### src/rtl/regf_wb_queue.sv
// Writeback queue for register-file port C: buffers ALU and load results in order,
// drains one write per cycle, and forwards pending data to read ports A/B.
module regf_wb_queue #(
   parameter int WIDTH = 4,
   parameter int DEPTH = 4,
   parameter int PW    = 2
) (
   input  logic             clk,
   input  logic             reset_b,
   input  logic             halt,
   input  logic             mem_we,
   input  logic [WIDTH-1:0] mem_addr,
   input  logic [31:0]      mem_data,
   output logic             mem_ready,
   input  logic             alu_we,
   input  logic [WIDTH-1:0] alu_addr,
   input  logic [31:0]      alu_data,
   output logic             alu_ready,
   input  logic [WIDTH-1:0] addra,
   input  logic [WIDTH-1:0] addrb,
   output logic             fwd_a_hit,
   output logic [31:0]      fwd_a,
   output logic             fwd_b_hit,
   output logic [31:0]      fwd_b,
   output logic [WIDTH-1:0] addrc,
   output logic [31:0]      dc,
   output logic             wec,
   output logic [PW:0]      count
);

   localparam logic [PW:0] DEPTH_C    = (PW+1)'(DEPTH);
   localparam logic [PW:0] DEPTH_M1_C = (PW+1)'(DEPTH - 1);
   localparam logic [PW:0] DEPTH_M2_C = (PW+1)'(DEPTH - 2);

   logic [WIDTH-1:0] addr_mem_r [DEPTH];
   logic [31:0]      data_mem_r [DEPTH];
   logic [PW-1:0]    head_r;
   logic [PW-1:0]    tail_r;
   logic [PW:0]      count_r;
   logic [WIDTH-1:0] addrc_r;
   logic [31:0]      dc_r;
   logic             wec_r;

   logic             mem_ready_s;
   logic             alu_ready_s;
   logic             acc_mem_s;
   logic             acc_alu_s;
   logic             pop_s;
   logic [PW-1:0]    alu_wptr_s;
   logic [PW:0]      count_next_s;
   logic             fwd_a_hit_s;
   logic [31:0]      fwd_a_s;
   logic             fwd_b_hit_s;
   logic [31:0]      fwd_b_s;

   assign mem_ready = mem_ready_s;
   assign alu_ready = alu_ready_s;
   assign fwd_a_hit = fwd_a_hit_s;
   assign fwd_a     = fwd_a_s;
   assign fwd_b_hit = fwd_b_hit_s;
   assign fwd_b     = fwd_b_s;
   assign addrc     = addrc_r;
   assign dc        = dc_r;
   assign wec       = wec_r;
   assign count     = count_r;

   // Ready, acceptance, pop decision and next occupancy
   always_comb begin
      mem_ready_s  = (count_r < DEPTH_C);
      // alu is the second slot when both producers push, so it needs two free entries
      alu_ready_s  = (count_r <= DEPTH_M2_C) | ((count_r == DEPTH_M1_C) & ~mem_we);
      acc_mem_s    = mem_we & mem_ready_s;
      acc_alu_s    = alu_we & alu_ready_s;
      pop_s        = ~halt & (count_r != {(PW+1){1'b0}});
      alu_wptr_s   = tail_r + PW'(acc_mem_s);
      count_next_s = count_r + (PW+1)'(acc_mem_s) + (PW+1)'(acc_alu_s) - (PW+1)'(pop_s);
   end

   // FIFO storage; entries outside the live window are never read
   always_ff @(posedge clk) begin
      if (acc_mem_s) begin
         addr_mem_r[tail_r] <= mem_addr;
         data_mem_r[tail_r] <= mem_data;
      end
      if (acc_alu_s) begin
         addr_mem_r[alu_wptr_s] <= alu_addr;
         data_mem_r[alu_wptr_s] <= alu_data;
      end
   end

   // Pointers, occupancy and the registered write port
   always_ff @(posedge clk or negedge reset_b) begin
      if (!reset_b) begin
         head_r  <= {PW{1'b0}};
         tail_r  <= {PW{1'b0}};
         count_r <= {(PW+1){1'b0}};
         addrc_r <= {WIDTH{1'b0}};
         dc_r    <= 32'd0;
         wec_r   <= 1'b0;
      end else begin
         tail_r  <= tail_r + PW'(acc_mem_s) + PW'(acc_alu_s);
         count_r <= count_next_s;
         if (pop_s) begin
            head_r  <= head_r + PW'(1'b1);
            addrc_r <= addr_mem_r[head_r];
            dc_r    <= data_mem_r[head_r];
            wec_r   <= 1'b1;
         end else begin
            wec_r   <= 1'b0;
         end
      end
   end

   // Forwarding: scan oldest to newest so the newest match overrides older ones
   always_comb begin
      fwd_a_hit_s = wec_r & (addrc_r == addra);
      fwd_a_s     = (wec_r & (addrc_r == addra)) ? dc_r : 32'd0;
      fwd_b_hit_s = wec_r & (addrc_r == addrb);
      fwd_b_s     = (wec_r & (addrc_r == addrb)) ? dc_r : 32'd0;
      for (int i = 0; i < DEPTH; i++) begin
         fwd_a_s     = (((PW+1)'(i) < count_r) && (addr_mem_r[head_r + PW'(i)] == addra))
                       ? data_mem_r[head_r + PW'(i)] : fwd_a_s;
         fwd_a_hit_s = (((PW+1)'(i) < count_r) && (addr_mem_r[head_r + PW'(i)] == addra))
                       ? 1'b1 : fwd_a_hit_s;
         fwd_b_s     = (((PW+1)'(i) < count_r) && (addr_mem_r[head_r + PW'(i)] == addrb))
                       ? data_mem_r[head_r + PW'(i)] : fwd_b_s;
         fwd_b_hit_s = (((PW+1)'(i) < count_r) && (addr_mem_r[head_r + PW'(i)] == addrb))
                       ? 1'b1 : fwd_b_hit_s;
      end
   end

endmodule
### config.mk
export PLATFORM = sky130hd
export DESIGN_NAME = regf_wb_queue
export DESIGN_NICKNAME = d
export VERILOG_FILES = /design/src/rtl/regf_wb_queue.sv
export SDC_FILE = /design/constraint.sdc
export NUM_CORES = 1
export LEC_CHECK = 0
export BUFFER_PORTS_ARGS = -buffer_cell sky130_fd_sc_hd__buf_2
export CORE_MARGIN = 2
export CORE_UTILIZATION = 50
export DETAILED_ROUTE_END_ITERATION = 8
export PLACE_DENSITY = 0.68
export SLEW_MARGIN = 5
export SYNTH_ARGS = -nofsm -noshare
export SYNTH_HDL_FRONTEND = slang
export SYNTH_SLANG_ARGS = --single-unit
### constraint.sdc
create_clock -name clk -period 5.6 [get_ports clk]
set_input_delay 1.12 -clock clk [delete_from_list [all_inputs] [get_ports clk]]
set_output_delay 1.12 -clock clk [all_outputs]
set_load 0.005 [all_outputs]
### Word level (Yosys, flattened, before mapping)

Memory sizes are Yosys's and may differ from the RTL's.
Index checks and enable logic that the tools add are counted.

| word-level totals | value |
|---|---|
| input bits | 85 |
| memories | 2 |
| logic and storage cells | 74 |
| output and inout bits | 108 |
| register bits after elaboration | 44 |
| bits in writable memories | 144 |

Memories:

| name | depth | bits a word | read ports | clocked after Yosys merged registers in | wr ports | RTL line | RTL |
|---|---|---|---|---|---|---|---|
| data_mem_r | 4 | 32 | 4 | 0 | 2 | 36 | `logic [31:0] data_mem_r [DEPTH];` |
| addr_mem_r | 4 | 4 | 4 | 0 | 2 | 35 | `logic [WIDTH-1:0] addr_mem_r [DEPTH];` |

| operators by class | value |
|---|---|
| muxes and demuxes | 23 |
| reduce and logical (&&, ||, !) cells | 9 |
| equal/unequal tests | 11 |
| add/subtract/negate cells | 8 |
| bitwise logic cells | 9 |
| order comparisons | 6 |

Operators with widths:

| cell | count |
|---|---|
| two-way mux 32 bit | 10 |
| == test 4 bit | 10 |
| two-way mux 1 bit | 13 |
| logical AND 1 bit | 8 |
| adder 3 x 1 -> 3 bit | 2 |
| bitwise AND 1 bit | 6 |
| less-than comparator 1 x 3 -> 1 bit, first input constant | 2 |
| less-than comparator 2 x 3 -> 1 bit, first input constant | 2 |
| adder 2 x 1 -> 2 bit | 2 |
| adder 2 bit, second input constant | 2 |
| == test 3 x 2 -> 1 bit, second input constant | 1 |
| less-or-equal comparator 3 x 2 -> 1 bit, second input constant | 1 |
| less-than comparator 3 bit, second input constant | 1 |
| nonzero test 3 bit | 1 |
| subtractor 3 x 1 -> 3 bit | 1 |
| adder 2 x 1 -> 2 bit, second input constant | 1 |
| NOT 1 bit | 2 |
| bitwise OR 1 bit | 1 |

### Logic depth before layout (Yosys ltp)

Gate-level depths: netlist (run 1).

| logic depth | value |
|---|---|
| word-level depth | 7 |
| mapped depth | 11 |
| mapped depth without buffers | 10 |

### Least setup slack after synthesis (run 1)

OpenSTA, ideal clock, no wires.

| timing path | value |
|---|---|
| path kind | input -> register |
| start | input port mem_we |
| end | memory addr_mem_r[0][0], enable pin |
| path buffers | 0 |
| cell stages on the path | 3 |
| path slack | 0.937 ns |
| library setup time | 0.484 ns |
| data required time | 5.116 ns |
| arrival time | 4.179 ns |
| cell sequence | nor2b_1 > inv_1 > o31ai_1 |

RTL lines:

| item | RTL line | RTL |
|---|---|---|
| start, declared | 11 | `input logic mem_we,` |
| end, declared | 35 |  |

### Final worst setup path (run 1)

| timing path | value |
|---|---|
| start | register head_r[1] |
| end | output port fwd_b[21] |

| on the way | value |
|---|---|
| cells in the longest elaborated chain, start to end | 7 |

RTL lines:

| item | RTL line | RTL |
|---|---|---|
| start, declared | 37 | `logic [PW-1:0] head_r;` |
| start signal, assigned | 94 | `head_r <= {PW{1'b0}};` |
| start signal, assigned | 104 | `head_r <= head_r + PW'(1'b1);` |
| adder 2 x 1 -> 2 bit or memory read (4 x 4 bit) (tied branches) | -- |  |
| memory read (4 x 4 bit) or == test 4 bit (tied branches) | -- |  |
| == test 4 bit or logical AND 1 bit (tied branches) | -- |  |
| logical AND 1 bit or two-way mux 32 bit (tied branches) | -- |  |
| two-way mux 32 bit (2 in a row) | 126 | `? data_mem_r[head_r + PW'(i)] : fwd_b_s;` |
| two-way mux 32 bit (*) | 126 |  |
| end, declared | 24 | `output logic [31:0] fwd_b,` |

Every way passes the cells marked *; elsewhere a longest branch is shown, timed or not.

==> results of run 1 <==
layout make-up:
type | count | area (µm²)
repair buffers | 242 | 1361
clock buffers | 19 | 432.9
inverters | 10 | 38.79
well taps | 396 | 495.5
multi-input cells | 1058 | 9515
diodes | 3 | 7.507
flip-flops and latches | 188 | 5433
fillers | 2632 | 13310
clock inverters | 12 | 75.07
metrics by stage:
stage | instances | instance area [µm²] | utilization, % | worst slack (ns)
floorplan | 1413 | 15600 | - | 0.9373
global placement | 1894 | 16840 | 54.92 | 0.8344
detailed placement | 1894 | 16840 | 54.92 | 0.7345
CTS | 1925 | 17350 | 56.58 | 0.3816
global route | 1926 | 17350 | 56.58 | 0.2119
finish | 1928 | 17360 | 56.60 | 0.2641
kinds of logic after synthesis:
logic type,Yosys count,synth area share [%]
multiplexers,459,33.06
adder cells (fa/ha/maj),7,0.6575
XOR/XNOR,51,3.151
AO/OA/AOI/OAI,275,13.34
flip-flops,188,34.77
buffers and inverters,167,5.284
AND/OR/NAND/NOR,266,9.735
critical path, delay by kind of cell, from the launching register on:
family / cells / cell delay [ns]
AND/OR/NAND/NOR: 2 / 1.26
flip-flops: 1 / 0.71
multiplexers: 1 / 0.70
buffers and inverters: 2 / 0.46
XOR/XNOR: 1 / 0.25
AO/OA/AOI/OAI: 1 / 0.36
sequential cells by signal (all words and copies together), names as in the netlist:
| register | flops |
|---|---|
| wec | 1 |
| data_mem_r | 128 |
| count | 3 |
| head_r | 2 |
| addrc | 4 |
| dc | 32 |
| addr_mem_r | 16 |
| tail_r | 2 |
cells in the final DEF, fill, tap and decap left out, drive strengths merged, types with 3 or more instances in the layout:
cell type,count
inv,10
nor3,6
o22ai,29
clkinv,8
nand2,13
dfrtp,44
o21ai,6
o31ai,34
a211oi,34
edfxtp,144
clkinvlp,4
nand2b,5
mux2i,202
mux4,18
a21oi,92
clkbuf,19
nor2,59
mux2,239
o2bb2ai,5
nand3,7
and2,37
buf,242
xnor2,33
a31oi,5
nand4,35
diode,3
a311oi,32
a41oi,3
ha,5
o41ai,29
nor4,94
xor2,18
power by group through the flow:
stage	clock, mW	combinational (mW)	sequential (mW)
after global routing	1.18	8.24	2.70
final	1.12	7.84	2.64
after CTS	1.13	7.64	2.63
after global placement	0	7.46	2.63
after floorplan	0	5.36	2.44
after detailed placement	0	7.60	2.65
routing by layer:
| layer | share of wire (%) | wire [µm] |
|---|---|---|
| met3 | 11 | 5536 |
| met2 | 46 | 23620 |
| met5 | 0.068 | 35 |
| met1 | 39 | 20390 |
| met4 | 4.3 | 2238 |
how the worst max path moves through the flow:
stage                                             to  cells after the start  slack [ns]
final                                      fwd_b[21]                      7        0.26
after CTS                                  fwd_b[21]                      7        0.38
after detailed placement                   fwd_b[21]                      8        0.73
after floorplan           addr_mem_r[0][0]$_DFFE_PP_                      3        0.94
after global routing                       fwd_b[21]                      7        0.21
after global placement                     fwd_b[23]                      8        0.83
==> summary.txt, run 1 <==
Clock network
  • Max clock buf depth: 2
  • H-tree levels: 4
  • Setup Buffers After CTS: 0
  • Number of clock sinks: 188
  • Clock Latency Late Sink: 0.45 ns
  • CTS Root Cell: clkbuf_16
  • Cts repair resizes: 0
  • CTS tree: yes
  • CTS Buf Count: 17
  • # hold bufs at CTS: 0
  • CTS clock-pin slew for the worst setup and hold paths: 0.08 ns

Floorplan
  • Die W: 180.7 µm
  • I/O Pins: 193
  • # rows: 64
  • Core area: 30,670 µm²
  • Initial Utilization: 50.88%
  • Die area: 32,640 µm²
  • Die Span Y: 180.7 µm

Power and ir drop
  • Pint: 5.727 mW
  • Worst ir drop on vdd: 0.0003637 V
  • Flop pwr share: 22.7%
  • Static leakage: 6.836 nW
  • Switch Pwr: 5.877 mW
  • Switching fraction of total power: 50.65%
  • Clk pwr share: 9.7%
  • Final total power: 11.60 mW
  • Logic pwr share: 67.6%
  • Pwr dens: 668.5 nW/µm²

Setup path
  • Startpoint Class: flop
  • CP max stage delay: 0.71 ns
  • Crit Path Max Fanout: 34
  • Critical path class: flop to output pin
  • CP Cell Sequence: mux4_2 -> xnor2_2 -> nand4_1 -> and3_2 -> buf_4 -> a211oi_1 -> buf_2
  • Critical path launch point: head_r[1]$_DFFE_PN0P_
  • RR Startpoint: count[2]$_DFF_PN0_
  • Crit. End Element: output pin
  • CP required: 4.48 ns
  • Number of cells on the worst reg-to-reg path: 9
  • Slowest CP cell: dfrtp_4
  • Worst reg2reg setup slack: 2.41 ns
  • Worst path arrival time: 4.22 ns
  • Reg2reg end: data_mem_r[0][14]$_DFFE_PP_

Place
  • Detailed placement HPWL: 33.00 mm
  • RD Place Congestion: 0.8957
  • PortBufs: 192

Logic synthesis
  • Yosys reg bits: 188
  • Post-synth EDFFs: 144
  • Count of cell types in the netlist: 61
  • Async S/R FF share, synth: 23.40%
  • Seq/Total Area, Yosys: 34.77%
  • Post-Syn Area: 15,600 µm²
  • Synth area leaders: edfxtp_1 28%, mux2_2 17%, mux2i_1 13%
  • Synth Flop Type: edfxtp_1
  • Synth warn: 0
  • Syn Area/Cell: 11.04 µm²
  • Dominant cell type by area after synthesis: edfxtp_1
  • Post-Synthesis Cells: 1,413
  • Synth Net Count: 1,505
  • Most numerous cell in the Yosys netlist: mux2_2
  • Synth top cells by count: 238 x mux2_2, 197 x mux2i_1, 144 x edfxtp_1
  • Top cell type's share of synthesized area: 27.71%

STA
  • Final TNS setup: 0 ns
  • Measured slew at the worst slew-check pin: 1.355 ns
  • Tcrit/Tclk final: 95.28%
  • Normalized max-slew margin: 9.554%
  • Final setup viols: 0
  • Worst Skew: 0.009823 ns
  • F_max: 0.1874 GHz
  • Final min period: 5.336 ns
  • Unrepaired setup endpoints after global routing: false
  • Minimum hold slack: 0.5768 ns
  • Fin. max-slew vios: 0
  • Hold Vio Cnt, Final: 0

Run
  • Maxcap violations: 0

Outcome
  • Status: finished, final reports clean

GRT
  • Initial antenna violation count: 4
  • First-pass GRT wire length: 77.98 mm
  • Pin count of the biggest net entering global routing: 94
  • M1 GR Usage: 40.23%
  • GRT Max-Usage Layer: met2
  • Grt met3 use: 8.468%
  • GRT overflow: 0
  • Met2 Usage GRT: 48.27%
  • Global Route Usage Sum: 30.96%
  • Vias in the first global route: 13,080

Routing
  • Drt drc: 0
  • Vias per inst: 6.959
  • DR iter-0 viols: 1,647
  • Via Count: 13,420
  • Total routed wirelength: 51.83 mm
  • DR pass1 iterations: 9
  • DR WL/cell: 26.88 µm
  • Detail Route Antenna Nets: 0

Worst hold path
  • Hold path start: dc[0]$_DFFE_PN0P_
  • Endpoint, Worst Hold: dc[0]$_DFFE_PN0P_
  • Min-Delay Path Class: flop to flop
  • Hold Crit Depth: 1

Layout
  • Nets: 1,609
  • Share of cells above drive strength 1: 38.98%
  • Layout area overhead: 11.25%
Power figures use the tool's default switching activity.
==> inputs of run 2 (changes only) <==
CORE_MARGIN = 1.5   (was 2)
==> run 2 against run 1 <==
  * First-iteration DRC count increased by 2.0%
  * Hold slack improved by 0.00072 ns
  * Total power increased by 1.7%
  * Maximum frequency increased by 0.11%
  * Design area increased by 0.94%
  * Sequential power about the same
  * Core utilization increased by 0.53 points
  * Non-clock buffer count increased by 2
  * Critical path depth increased by 3
  * Via count decreased by 1.4%
  * Global-route usage increased by 0.35 points
  * Largest cell class unchanged
  * Largest power group unchanged
==> summary.txt, run 2 (synthesized netlist as in run 1, its figures left out) <==
Layout
  • Final std cells w/o fill: 1,928
  • Most frequent cells in the layout: 238 x mux2_2, 196 x mux2i_1, 192 x buf_2
  • Design Area, Final: 17,520 µm²
  • Filler cell count: 2,630
  • Number of diodes: 0
  • Share of cells above drive strength 1: 39.56%
  • Nets: 1,611
  • Most common cell after layout, fill and taps aside: mux2_2
  • Final Core Density: 57.13%
  • Largest register FFs: 128
  • Biggest register: data_mem_r
  • Layout area overhead: 12.29%

Routing
  • Vias per inst: 6.863
  • DR pass1 iterations: 8
  • Via Count: 13,230
  • Drt drc: 0
  • DR WL/cell: 26.70 µm
  • Detail Route Antenna Nets: 0
  • DR iter-0 viols: 1,680
  • Total routed wirelength: 51.47 mm

Setup path
  • Critical path launch point: head_r[0]$_DFFE_PN0P_
  • RR Startpoint: count[2]$_DFF_PN0_
  • Crit. End Element: output pin
  • CP required: 4.48 ns
  • Worst path arrival time: 4.21 ns
  • Startpoint Class: flop
  • Crit Path Max Fanout: 26
  • Critical path class: flop to output pin

Clock network
  • Max clock buf depth: 2
  • Clock Latency Late Sink: 0.46 ns
  • CTS clock-pin slew for the worst setup and hold paths: 0.08 ns
  • Cts repair resizes: 0
  • Number of clock sinks: 188
  • Setup Buffers After CTS: 0
  • H-tree levels: 4
  • CTS tree: yes
  • CTS Buf Count: 17
  • CTS Root Cell: clkbuf_16
  • # hold bufs at CTS: 0

STA
  • Hold Vio Cnt, Final: 0
  • Fin. max-slew vios: 0
  • Normalized max-slew margin: 33.08%
  • Minimum hold slack: 0.5776 ns
  • Measured slew at the worst slew-check pin: 1.004 ns
  • Unrepaired setup endpoints after global routing: false
  • Worst Skew: 0.008159 ns
  • Final setup viols: 0
  • F_max: 0.1876 GHz
  • Tcrit/Tclk final: 95.17%
  • Final TNS setup: 0 ns
  • Setup ws final: 0.2702 ns
  • Final min period: 5.330 ns

GRT
  • Pin count of the biggest net entering global routing: 66
  • First-pass GRT wire length: 77.76 mm
  • GRT overflow: 0
  • Global Route Usage Sum: 31.31%
  • Vias in the first global route: 13,070
  • Initial antenna violation count: 4

Power and ir drop
  • Pwr dens: 673.7 nW/µm²
  • Final total power: 11.80 mW
  • Static leakage: 6.948 nW
  • Worst ir drop on vdd: 0.0004626 V

Floorplan
  • Die area: 32,280 µm²
  • Core area: 30,670 µm²
  • # rows: 64
  • I/O Pins: 193
  • Die W: 179.7 µm
  • Die Span Y: 179.7 µm
  • Initial Utilization: 50.88%

Run
  • Maxcap violations: 0

Place
  • Dpl cells: 1,896
  • RD Place Congestion: 0.9744
  • Detailed placement HPWL: 33.71 mm
  • PortBufs: 192
  • Place WS: 0.8734 ns
  • Placed cell area: 16,860 µm²

Worst hold path
  • Min-Delay Path Class: flop to flop
  • Hold path start: dc[20]$_DFFE_PN0P_

Outcome
  • Status: finished, final reports clean
[run 2: where the power goes]
part	leakage (nW)	switching, mW	internal, mW
Clock	0.329	0.596	0.755
Combinational	4.79	4.78	3.04
Sequential	1.83	0.494	2.14
Total	6.95	5.87	5.93
[run 2: worst paths after layout]
| path | slack, ns | cells after the start | endpoint |
|---|---|---|---|
| setup / recovery | 0.27 | 10 | fwd_b[21] |
| hold reg to reg | 0.58 | 1 | dc[20]$_DFFE_PN0P_ |
| max in group asynchronous | 4.28 | 2 | head_r[1]$_DFFE_PN0P_ |
| min in group asynchronous | 0.77 | 2 | dc[4]$_DFFE_PN0P_ |
| setup reg to reg | 1.99 | 9 | data_mem_r[0][14]$_DFFE_PP_ |
| hold / removal | 0.58 | 1 | dc[20]$_DFFE_PN0P_ |
[run 2: layout make-up]
cell class	instances	area [µm²]	area share [%]
Tap cell	396	495.5	2.828
Sequential cell	188	5433	31.01
Clock buffer	24	589.3	3.363
Multi-Input combinational cell	1058	9515	54.31
Timing Repair Buffer	244	1376	7.855
Clock inverter	8	72.57	0.4142
Inverter	10	40.04	0.2285
[run 2: worst max-delay path, cell delays in order (launching register included)]
cell	delay, ns
dfrtp_4	0.67
buf_4	0.46
mux4_2	0.61
xnor2_1	0.16
and3_1	0.24
o21ai_2	0.08
buf_4	0.24
and3_2	0.37
buf_12	0.22
a211oi_1	0.47
buf_2	0.21
[run 2: metal layers]
| metal | track usage, % | part of all wire (%) |
|---|---|---|
| met2 | 49.62 | 47 |
| met4 | 13.83 | 3.6 |
| met3 | 7.415 | 9.2 |
| met5 | 0.1481 | 0.054 |
| met1 | 40.81 | 41 |
==> inputs of run 3 (changes only) <==
CELL_PAD_IN_SITES_DETAIL_PLACEMENT = 1   (was unset)
CELL_PAD_IN_SITES_GLOBAL_PLACEMENT = 2   (was unset)
CORE_UTILIZATION = 40   (was 50)
PLACE_DENSITY = 0.81   (was 0.68)
==> run 3 against run 2 <==
  * Global-route usage fell by 2.2 points
  * Flip-flop and latch count stayed put
  * Combinational power up 2%
  * Hold slack got worse by 0.014 ns
  * Clock power hardly changed
  * Critical path type unchanged
  * Via count rose by 0.13%
  * Final cell count grew 6.3%
  * Highest routed layer is now met4
==> summary.txt, run 3 (synthesized netlist as in run 1, its figures left out) <==
Power and ir drop
  • Flop pwr share: 21.8%
  • Switch Pwr: 6.052 mW
  • Static leakage: 6.913 nW
  • Pwr dens: 679.3 nW/µm²
  • Logic pwr share: 66.8%
  • Worst ir drop on vdd: 0.0003217 V
  • Clk pwr share: 11.4%
  • Pint: 5.923 mW
  • Switching fraction of total power: 50.54%

Place
  • Placed cell area: 16,990 µm²
  • RD Place Congestion: 0.8859
  • PortBufs: 192
  • Place WS: 0.8245 ns
  • Detailed placement HPWL: 39.55 mm

GRT
  • Met2 Usage GRT: 47.27%
  • Vias in the first global route: 13,900
  • Global Route Usage Sum: 29.16%
  • Pin count of the biggest net entering global routing: 61
  • M1 GR Usage: 38.38%
  • GRT Max-Usage Layer: met2
  • Grt met3 use: 5.195%
  • GRT overflow: 0
  • First-pass GRT wire length: 88.45 mm
  • Initial antenna violation count: 1

Worst hold path
  • Min-Delay Path Class: flop to flop
  • Hold path start: dc[3]$_DFFE_PN0P_
  • Endpoint, Worst Hold: dc[3]$_DFFE_PN0P_
  • Hold Crit Depth: 1

Routing
  • DR iter-0 viols: 1,167
  • Total routed wirelength: 59.21 mm
  • DR WL/cell: 28.90 µm
  • Vias per inst: 6.466
  • Detail Route Antenna Nets: 0
  • DR pass1 iterations: 5
  • Via Count: 13,250
  • Drt drc: 0

Setup path
  • Crit path buffers/inverters: 4
  • RR Startpoint: count[2]$_DFF_PN0_
  • CP max stage delay: 0.62 ns
  • Worst reg2reg setup slack: 2.00 ns
  • CP Cell Sequence: buf_4 -> mux4_2 -> xnor2_1 -> and3_1 -> o21ai_2 -> buf_4 -> and3_2 -> buf_4 -> a211oi_1 -> buf_2
  • Crit Path Max Fanout: 22
  • CP top delay family: buffers and inverters
  • Number of cells on the worst reg-to-reg path: 10
  • Reg2reg end: data_mem_r[0][15]$_DFFE_PP_
  • Slowest CP cell: dfrtp_4
  • CP required: 4.48 ns
  • Critical path class: flop to output pin
  • Worst path arrival time: 4.00 ns
  • Startpoint Class: flop
  • Most used cell along the critical path: buf_4
  • Crit. End Element: output pin

Floorplan
  • Initial Utilization: 40.47%
  • # rows: 72
  • Core area: 38,560 µm²
  • Die Span Y: 200.5 µm
  • I/O Pins: 193
  • Die W: 200.5 µm
  • Die area: 40,200 µm²

Clock network
  • Setup Buffers After CTS: 0
  • Number of clock sinks: 188
  • CTS tree: yes
  • Max clock buf depth: 2
  • CTS Root Cell: clkbuf_16
  • Cts repair resizes: 0
  • H-tree levels: 4
  • # hold bufs at CTS: 0
  • CTS Buf Count: 17
  • Clock Latency Late Sink: 0.47 ns
  • CTS clock-pin slew for the worst setup and hold paths: 0.07 ns

Layout
  • Biggest register: data_mem_r
  • Design Area, Final: 17,630 µm²
  • Filler cell count: 4,191
  • Layout area overhead: 12.98%
  • Most frequent cells in the layout: 238 x mux2_2, 196 x mux2i_1, 192 x buf_2
  • Share of cells above drive strength 1: 39.48%
  • Nets: 1,609
  • Most common cell after layout, fill and taps aside: mux2_2
  • Largest register FFs: 128

STA
  • Fin. max-slew vios: 0
  • Setup ws final: 0.4753 ns
  • Worst Skew: 0.01138 ns
  • Final TNS setup: 0 ns
  • Unrepaired setup endpoints after global routing: false
  • F_max: 0.1951 GHz
  • Normalized max-slew margin: 13.86%
  • Minimum hold slack: 0.5637 ns
  • Final setup viols: 0
  • Final min period: 5.125 ns
  • Measured slew at the worst slew-check pin: 1.290 ns
  • Tcrit/Tclk final: 91.51%
  • Hold Vio Cnt, Final: 0

Outcome
  • Status: finished, final reports clean

Run
  • Maxcap violations: 0
## run 3: cell count changes in the layout (fill, tap and decap cells not counted), sizes merged, moves of 2 or more
cell    before  now
clkbuf      24   17
clkinv       1    5
buf        244  242
inv         17   15
bufinv       0    4
## run 3: stage by stage
step	total power, mW	utilization (%)	std cells
after floorplan	7.804	-	1413
after global routing	12.54	45.72	2048
after global placement	10.29	44.07	2016
final	11.98	45.72	2049
after CTS	11.89	45.72	2048
after detailed placement	10.49	44.07	2016
## run 3: power groups by stage
stage,combinational (mW),sequential (mW),clock (mW)
after floorplan,5.36,2.44,0
after global placement,7.70,2.59,0
after detailed placement,7.86,2.63,0
after CTS,7.91,2.60,1.37
after global routing,8.46,2.67,1.41
final,8.00,2.61,1.36
## run 3: cell type report
| class | count | area [µm²] | share of cell area (%) |
|---|---|---|---|
| multi-input cells | 1058 | 9524 | 54.02 |
| flip-flops and latches | 188 | 5433 | 30.82 |
| repair buffers | 242 | 1349 | 7.651 |
| well taps | 518 | 648.1 | 3.676 |
| clock buffers | 17 | 425.4 | 2.413 |
| clock inverters | 15 | 207.7 | 1.178 |
| inverters | 10 | 40.04 | 0.2271 |
| diodes | 1 | 2.502 | 0.01419 |
## run 3: worst max-delay path by stage
stage,from,slack [ns],cells after the start,end
after floorplan,mem_we,0.94,3,addr_mem_r[0][0]$_DFFE_PP_
after global placement,addra[1],0.94,8,fwd_a_hit
after detailed placement,addra[1],0.82,8,fwd_a_hit
after CTS,head_r[1]$_DFFE_PN0P_,0.50,7,fwd_b[20]
after global routing,head_r[1]$_DFFE_PN0P_,0.34,7,fwd_b[8]
final,head_r[0]$_DFFE_PN0P_,0.48,10,fwd_b[0]
## run 3: worst register-to-register path: stages (launching register included)
cell and delay [ns]:
dfrtp_1 0.50, inv_1 0.28, ha_1 0.23, nand2b_1 0.11
a21o_1 0.14, and2_1 0.23, inv_1 0.12, or3_2 0.47
buf_4 0.37, o31ai_4 0.13, buf_4 0.61
## run 3: routing by layer
| layer | vias to the layer above | wire length [µm] |
|---|---|---|
| li1 | 5786 | - |
| met4 | 0 | 2105 |
| met2 | 574 | 27760 |
| met1 | 6766 | 25420 |
| met3 | 122 | 3935 |
| met5 | - | 0 |
